**config.mk**
```make
export PLATFORM = sky130hd
export DESIGN_NAME = scan_dec_ctrl_flat
export DESIGN_NICKNAME = d
export VERILOG_FILES = /design/src/rtl/scan_dec_ctrl_pkg.sv /design/src/rtl/scan_dec_ctrl_if.sv /design/src/rtl/scan_rr_pick.sv /design/src/rtl/scan_dec_ctrl.sv /design/src/flat_wrapper.sv
export SDC_FILE = /design/constraint.sdc
export NUM_CORES = 1
export LEC_CHECK = 0
export ABC_AREA = 1
export BUFFER_PORTS_ARGS = -buffer_cell sky130_fd_sc_hd__buf_2
export CAP_MARGIN = 20
export CORE_ASPECT_RATIO = 0.5
export CORE_MARGIN = 2
export CORE_UTILIZATION = 54
export CTS_BUF_LIST = sky130_fd_sc_hd__clkbuf_4
export DETAILED_ROUTE_END_ITERATION = 16
export GPL_TIMING_DRIVEN = 0
export MAX_ROUTING_LAYER = met4
export PLACE_DENSITY = 0.79
export SETUP_SLACK_MARGIN = 0.5
export SYNTH_ARGS = -nofsm -noshare
export SYNTH_HDL_FRONTEND = slang
export SYNTH_SLANG_ARGS = --single-unit
export TNS_END_PERCENT = 50
```
**constraint.sdc**
```tcl
create_clock -name i_clk -period 2.7 [get_ports i_clk]
set_input_delay 0.135 -clock i_clk [delete_from_list [all_inputs] [get_ports i_clk]]
set_output_delay 0.135 -clock i_clk [all_outputs]
set_load 0.03 [all_outputs]
```
**src/rtl/scan_dec_ctrl_pkg.sv**
```systemverilog
// rtl/scan_dec_ctrl_pkg.sv - shared state encoding and sizing for the scan sequencer
package scan_pkg;

  localparam int ROWS  = 8;
  localparam int SEL_W = 3;

  typedef enum logic [1:0] {
    IDLE  = 2'd0,
    SEEK  = 2'd1,
    DWELL = 2'd2,
    BLANK = 2'd3
  } scan_state_e;

  // Row after idx, wrapping 7 -> 0 through natural 3-bit overflow.
  function automatic logic [SEL_W-1:0] next_row(input logic [SEL_W-1:0] idx);
    return idx + SEL_W'(1);
  endfunction

endpackage

```
**src/rtl/scan_dec_ctrl_if.sv**
```systemverilog
// rtl/scan_dec_ctrl_if.sv - control-register side and decoder side signals of the scan sequencer
interface scan_dec_ctrl_if
  import scan_pkg::*;
#(
  parameter int DWELL_W = 16
);

  logic               i_en;
  logic [ROWS-1:0]    i_mask;
  logic [DWELL_W-1:0] i_dwell;
  logic               i_opt;
  logic [SEL_W-1:0]   o_sel;
  logic               o_opt;
  logic               o_valid;
  logic               o_frame;

  modport master (
    output i_en, i_mask, i_dwell, i_opt,
    input  o_sel, o_opt, o_valid, o_frame
  );

  modport slave (
    input  i_en, i_mask, i_dwell, i_opt,
    output o_sel, o_opt, o_valid, o_frame
  );

endinterface

```
**src/rtl/scan_rr_pick.sv**
```systemverilog
// rtl/scan_rr_pick.sv - rotating priority finder: first set mask bit at or after start, wrapping
module scan_rr_pick
  import scan_pkg::*;
(
  input  logic [ROWS-1:0]  mask,
  input  logic [SEL_W-1:0] start,
  output logic [SEL_W-1:0] idx,
  output logic             any
);

  // Walk offsets from far to near so the nearest enabled row is written last and wins.
  always_comb begin
    idx = start;
    any = 1'b0;
    for (int k = ROWS - 1; k >= 0; k--) begin
      if (mask[start + SEL_W'(k)]) begin
        idx = start + SEL_W'(k);
        any = 1'b1;
      end
    end
  end

endmodule

```
**src/rtl/scan_dec_ctrl.sv**
```systemverilog
// rtl/scan_dec_ctrl.sv - round-robin row scan sequencer driving the 3-to-8 select decoder
// Optional inter-row blanking gap enabled by SCAN_BLANK_EN.
module scan_dec_ctrl
  import scan_pkg::*;
#(
  parameter int DWELL_W   = 16,
  parameter int BLANK_CYC = 2
) (
  input logic             i_clk,
  input logic             i_rst,
  scan_dec_ctrl_if.slave  bus
);

  if (BLANK_CYC < 1 || BLANK_CYC > 15) begin : g_blank_range
    $error("BLANK_CYC must be in 1..15");
  end

  localparam logic [DWELL_W-1:0] CNT_ONE = DWELL_W'(1);
`ifdef SCAN_BLANK_EN
  localparam logic [DWELL_W-1:0] BLANK_LD = DWELL_W'(BLANK_CYC);
`endif

  scan_state_e        state_q;
  logic [SEL_W-1:0]   sel_q;
  logic               opt_q;
  logic               valid_q;
  logic               frame_q;
  logic [DWELL_W-1:0] cnt_q;
  logic               first_q;
  logic [SEL_W-1:0]   start_q;

  logic [SEL_W-1:0]   pick_idx;
  logic               pick_any;
  logic [DWELL_W-1:0] dwell_ld;
  logic               cnt_last;

  scan_rr_pick u_pick (
    .mask  (bus.i_mask),
    .start (start_q),
    .idx   (pick_idx),
    .any   (pick_any)
  );

  assign dwell_ld = (bus.i_dwell == '0) ? CNT_ONE : bus.i_dwell;
  assign cnt_last = (cnt_q == CNT_ONE);

  always_ff @(posedge i_clk or posedge i_rst) begin
    if (i_rst) begin
      state_q <= IDLE;
      sel_q   <= '0;
      opt_q   <= 1'b0;
      valid_q <= 1'b0;
      frame_q <= 1'b0;
      cnt_q   <= '0;
      first_q <= 1'b1;
      start_q <= '0;
    end else begin
      frame_q <= 1'b0;
      case (state_q)
        IDLE: begin
          valid_q <= 1'b0;
          if (bus.i_en && pick_any) begin
            state_q <= SEEK;
            first_q <= 1'b1;
            start_q <= '0;
          end
        end

        SEEK: begin
          if (!bus.i_en || !pick_any) begin
            state_q <= IDLE;
            valid_q <= 1'b0;
          end else begin
            sel_q   <= pick_idx;
            opt_q   <= bus.i_opt;
            cnt_q   <= dwell_ld;
            valid_q <= 1'b1;
            // A pick at or below the previous row means the scan wrapped around.
            frame_q <= !first_q && (pick_idx <= sel_q);
            first_q <= 1'b0;
            start_q <= next_row(pick_idx);
            state_q <= DWELL;
          end
        end

        DWELL: begin
          if (!bus.i_en) begin
            state_q <= IDLE;
            valid_q <= 1'b0;
          end else begin
            cnt_q <= cnt_q - CNT_ONE;
            if (cnt_last) begin
              valid_q <= 1'b0;
`ifdef SCAN_BLANK_EN
              cnt_q   <= BLANK_LD;
              state_q <= BLANK;
`else
              state_q <= SEEK;
`endif
            end
          end
        end

`ifdef SCAN_BLANK_EN
        BLANK: begin
          valid_q <= 1'b0;
          if (!bus.i_en) begin
            state_q <= IDLE;
          end else begin
            cnt_q <= cnt_q - CNT_ONE;
            if (cnt_last) begin
              state_q <= SEEK;
            end
          end
        end
`endif

        default: begin
          state_q <= IDLE;
          valid_q <= 1'b0;
        end
      endcase
    end
  end

  assign bus.o_sel   = sel_q;
  assign bus.o_opt   = opt_q;
  assign bus.o_valid = valid_q;
  assign bus.o_frame = frame_q;

endmodule

```
**src/flat_wrapper.sv**
```systemverilog
// flat-port wrapper written by rule: the top's interface ports become plain ports
module scan_dec_ctrl_flat import scan_pkg::*;
#(
  parameter int DWELL_W   = 16,
  parameter int BLANK_CYC = 2
)
  (i_clk, i_rst, bus_i_en, bus_i_mask, bus_i_dwell, bus_i_opt, bus_o_sel, bus_o_opt, bus_o_valid, bus_o_frame);
  scan_dec_ctrl_if #(.DWELL_W(DWELL_W)) bus_i ();
  input logic i_clk;
  input logic i_rst;
  input wire logic [$bits(bus_i.i_en)-1:0] bus_i_en;
  input wire logic [$bits(bus_i.i_mask)-1:0] bus_i_mask;
  input wire logic [$bits(bus_i.i_dwell)-1:0] bus_i_dwell;
  input wire logic [$bits(bus_i.i_opt)-1:0] bus_i_opt;
  output wire logic [$bits(bus_i.o_sel)-1:0] bus_o_sel;
  output wire logic [$bits(bus_i.o_opt)-1:0] bus_o_opt;
  output wire logic [$bits(bus_i.o_valid)-1:0] bus_o_valid;
  output wire logic [$bits(bus_i.o_frame)-1:0] bus_o_frame;
  assign bus_i.i_en = bus_i_en;
  assign bus_i.i_mask = bus_i_mask;
  assign bus_i.i_dwell = bus_i_dwell;
  assign bus_i.i_opt = bus_i_opt;
  assign bus_o_sel = bus_i.o_sel;
  assign bus_o_opt = bus_i.o_opt;
  assign bus_o_valid = bus_i.o_valid;
  assign bus_o_frame = bus_i.o_frame;
  scan_dec_ctrl #(.DWELL_W(DWELL_W), .BLANK_CYC(BLANK_CYC)) u_core (.i_clk(i_clk), .i_rst(i_rst), .bus(bus_i));
endmodule
```
# Word level (Yosys, flattened, before mapping)
# Index checks and enable logic that the tools add are counted.
# totals
reg_bits,28
latchBits,0
ram_bits,0
rom_bits,0
in_bits,28
output_inout_bits,6
elab_cells,101
n_memories,0
# op_classes
n_addsub,9
n_mul,0
div,0
n_lt_le_gt_ge,9
eq_ne,7
n_shift,0
muxes,53
bitwise,1
reduce_logical,14
# op_table
cell,count
2-to-1 mux 16 bit,3
less-than comparator 3 x 4 -> 1 bit (second input constant),8
case mux 16 bit (2 select lines),1
2-to-1 mux 3 bit,10
binary-select mux 1 bit (select 3 bit),8
2-to-1 mux 1 bit,23
== test 16 x 1 -> 1 bit (second input constant),1
logical NOT 16 bit,1
subtractor 16 x 1 -> 16 bit (second input constant),1
adder 3 bit (second input constant),4
2-to-1 mux 2 bit,4
adder 3 x 1 -> 3 bit (second input constant),2
adder 3 x 2 -> 3 bit (second input constant),2
case mux 2 bit (3 select lines),1
case mux 3 bit (2 select lines),1
AND reduction 3 bit,2
!= test 2 bit (second input constant),2
case mux 1 bit (2 select lines),2
AND reduction 2 bit,2
nonzero test 2 bit,2
<= comparator 3 bit,1
logical NOT 1 bit,3
!= test 3 x 2 -> 1 bit (second input constant),1
== test 2 x 1 -> 1 bit (second input constant),1
other kinds (6),7

# Logic depth before layout (Yosys ltp)
# depth
depth_word,15
ltp_mapped,24
ltp_nobuf,23

# By module
# A second synthesis with hierarchy kept.
# hier_totals
hier_cells,391
area_unflattened_um2,2608.8
# by_module_without_submodules
module,n_inst,cells_per_inst,area_per_inst_um2,seq_area_each_um2
scan_dec_ctrl,1,266,1878.1,701.9
scan_rr_pick,1,125,730.7,0.0

# Worst setup path before layout
# No wires, ideal clock.
# synth_path
kind,reg2reg
startpoint,register u_core.start_q[1]
endpoint,register u_core.frame_q (netlist: u_core.bus.o_frame)
t_arrival_ns,2.452
setup_slack_ns,0.132
path_stages_with_launch,22
n_path_buf,1
path_cell_list,dfrtp_1 buf_6 inv_2 ha_1 inv_2 nand3_1 nand3_1 nand2_2 nor2_1 nand2_1 nand2_1 o21ai_0 nand2_1 nand2_1 nand2_1 a21boi_0 ha_1 nand2_1 o21ai_0 nand2_1 nand2_1 nor2_1
# synth_between
elab_chain_len,15
elab_cells_between_ends,45
# synth_rtl
element,line,rtl
"start, declared",scan_dec_ctrl.sv:30,logic [SEL_W-1:0] start_q;
"start signal, assigned",scan_dec_ctrl.sv:81,start_q <= next_row(pick_idx);
adder 3 bit,"scan_rr_pick.sv:16, scan_rr_pick.sv:17",
binary-select mux 1 bit (select 3 bit),scan_rr_pick.sv:16,if (mask[start + SEL_W'(k)]) begin
2-to-1 mux 1 bit (not written as such),scan_rr_pick.sv:16,
2-to-1 mux 3 bit (7 in series),scan_rr_pick.sv:16,
2-to-1 mux 3 bit (*),scan_rr_pick.sv:16,
via u_core.pick_idx[1],scan_dec_ctrl.sv:32,logic [SEL_W-1:0] pick_idx;
<= comparator 3 bit (*),scan_dec_ctrl.sv:79,frame_q <= !first_q && (pick_idx <= sel_q);
logical AND 1 bit (*),scan_dec_ctrl.sv:79,
2-to-1 mux 1 bit (*),scan_dec_ctrl.sv:70,if (!bus.i_en || !pick_any) begin
2-to-1 mux 1 bit (*),scan_dec_ctrl.sv:59,case (state_q)
"end signal, assigned",scan_dec_ctrl.sv:79,
"end, declared",scan_dec_ctrl.sv:27,logic frame_q;
# The timed path passes the listed nets; every way through them passes the cells marked *. The select of a mux whose other input is x is not followed.
# A chain may end at the register's enable or synchronous reset.

# Worst setup path in the final report
# Ends and elaborated chain as after synthesis.

==> impl_metrics.ini <==
[critical_path]
worstSetupStartpoint = u_core.start_q[1]
endpoint_kind = register
worstReg2RegStart = u_core.start_q[1]
critPathMaxFanout = 6
r2r_cells = 21
ff2ff_setup_slack_ns = 0.03
required_ns = 2.98
path_class = register to register
cp-start-kind = register
cp_data_arrival_time_ns = 2.95
rr_endpoint = u_core.bus.o_frame

[detailed_routing]
ant_nets = 0
dr.first_iter.drc_count = 197
firstDrtPassIters = 5
wl_mm = 7.73
vias_per_cell = 5.74
wire_per_inst_um = 15.7
vias = 2816
drc_errors = 0

[sta]
fmax_mhz = 375
min_period_over_period_pct = 98.9
setup_violations = 0
fin_crit_ns = 2.67
slew_headroom_pct = 64.6
rsz0062_at_grt = yes
finalMaxSlewViolations = 0
skew_ns = 0.0105
fin_ws_ns = 0.0305
tightestPinTransition_ns = 0.529
hold_viol_final = 0

[synthesis]
yosys.area.top_type = dfrtp_1
synth_edf_count = 0
yosysSeqAreaShare_pct = 29.0
synth_seq_cells = 28
syn_area_um2 = 2420
netlist_instances = 368
synth_cell_type_count = 38
yosysWarnings = 0
async_flop_share_pct = 100
synth.avg_cell_area_um2 = 6.58
yosysMostFrequentCell = nand2_1
synth_top_area_share_pct = 27.9
ys_top_cells_by_count = nand2_1 (132), nand3_1 (33), inv_1 (30)
synth_ff_type = dfrtp_1
ys_top_cells_by_area = dfrtp_1 (28%), nand2_1 (20%), nand3_1 (6.8%)
syn_nets = 404

[finish]
antennaDiodeCount = 0
area_growth_pct = 42.3
multiInputGateArea_um2 = 1860
fillers = 286
fin_nets = 471
layout-drive-gt1-share_pct = 37.3
fin_area_um2 = 3440
final_util_pct = 79.0
seqCellArea_um2 = 702

[global_route]
grt_pass1_wl_mm = 11.4
grt_max_degree = 29
globalRouteOverflowTotal = 0
antenna_found_initial = 0
grt_use_total_pct = 28.4
grt_pass1_vias = 2545

[floorplan]
core_area_um2 = 4360
rows = 17
dieArea_um2 = 5070
die_w_um = 98.7
start_util_pct = 55.5
design.portCount = 34
dieHeight_um = 51.3

[clock_tree]
cts.sinks = 28
cts_tree = built
clk_pin_slew_ns = 0.17
htreeDepth = 1
cts_buffers = 3
cts_root_buf = clkbuf_4
clock_latency_ns = 0.34
cts_buffer_depth = 2

[status]
status = completed

[power_and_ir_drop]
ir_worst_vdd_uv = 518
power_leakage_nw = 1.74
pwr_density_cell_nw_per_um2 = 1300

[placement]
place_ws_ns = 0.149
portBuffers = 33
gp_congestion = 0.922
place_area_um2 = 2740
post-dp-hpwl_mm = 4.49

[hold_path]
min_to = u_core.cnt_q[4]
hold_start = bus_i_dwell[4]
hp-class = input port to register
whs_path_depth = 3

[job]
drv_cap = 0
-- stage by stage --
| stage | setup TNS (ns) | power, mW | cells | hold slack [ns] |
|---|---|---|---|---|
| 3_5_place_dp | 0 | 3.07 | 458 | 0.349 |
| 2_1_floorplan | 0 | 2.61 | 368 | 0.200 |
| 4_1_cts | 0 | 3.75 | 480 | 0.0746 |
| 6_report | 0 | 4.47 | 491 | 0.0705 |
| 5_1_grt | -0.273 | 4.83 | 491 | 0.0894 |
| 3_3_place_gp | 0 | 2.98 | 458 | 0.343 |
-- placed cells by master, fill, tap and decap left out, types with 13 or more instances in the layout --
cell type / synthesis / routed
inv_1: 30 / 30
nand3_1: 33 / 14
nor2_1: 26 / 25
a21oi_1: 14 / 13
o21ai_0: 15 / 13
nand2_2: 16 / 26
nand2_1: 132 / 112
buf_2: 0 / 33
buf_4: 0 / 17
dfrtp_1: 27 / 27
nand3_4: 0 / 13
-- per-layer routing --
metal  part of all wire (%)  vias up  wire [µm]  global-route usage, %
li1                       -     1316          -                      -
met1                     39     1330       2990                   34.1
met2                     52      140       4040                   52.2
met3                    6.4       30        497                   4.79
met4                    2.7        0        209                   4.79
met5                      0        -          0                      -
-- final cells by class --
class / instances / area share (%)
multi-input combinational: 291 / 54.1
inverter: 41 / 5.41
timing repair buffer: 62 / 14.0
buffer: 8 / 2.51
clock inverter: 1 / 0.872
sequential: 28 / 20.4
clock buffer: 3 / 0.654
tap: 57 / 2.07
-- critical path, stage by stage (launching register included) --
cell,delay (ns)
dfrtp_1,0.40
buf_6,0.13
inv_8,0.04
ha_4,0.38
inv_8,0.08
nand3_4,0.10
nand3_4,0.10
buf_4,0.15
nand2_1,0.09
inv_1,0.05
nand2_1,0.05
nand2_1,0.04
nand2_1,0.08
nand2_1,0.08
nand2_2,0.07
nand2_2,0.08
ha_4,0.23
a21oi_1,0.18
o21ai_2,0.07
nand2_1,0.07
nand2_1,0.06
nor2_1,0.08
-- worst max-delay path by stage --
stage | endpoint | cells after the start | slack, ns
final | u_core.bus.o_frame | 21 | 0.03
after global routing | u_core.bus.o_frame | 21 | -0.18
after CTS | u_core.bus.o_frame | 20 | 0.23
after detailed placement | u_core.bus.o_frame | 21 | 0.15
after global placement | u_core.bus.o_frame | 20 | 0.20
after floorplan | u_core.bus.o_frame | 21 | 0.41
-- flip-flops by register name, indices dropped and copies added (netlist names) --
name                flops
u_core.cnt_q           16
u_core.bus.o_valid      1
u_core.state_q          2
u_core.bus.o_sel        3
u_core.start_q          3
u_core.bus.o_frame      1
u_core.bus.o_opt        1
u_core.first_q          1
-- timing repair --
action | 4_1_cts | 5_1_grt
pin swaps | 11 | 26
hold endpoints to repair | 1 | 8
gates resized for setup | 17 | 66
hold buffers | 1 | 1
setup buffers | 15 | 9
gates cloned | 2 | 0
endpoints found under the setup margin | 25 | 28
-- cell families after synthesis --
family / share of synthesized area (%)
mux: 0.414
xor+xnor: 2.90
fa+ha+maj: 4.14
compound gates: 9.82
buf+inv: 9.72
flops: 29.0
simple gates: 44.0
-- power breakdown --
group	total, mW	leakage [nW]	internal (mW)	switching (mW)
clock network	0.287	0.0279	0.150	0.136
registers	0.801	0.354	0.605	0.196
logic	3.38	1.36	1.40	1.98
total	4.47	1.74	2.16	2.31
(Power assumes the default switching activity.)
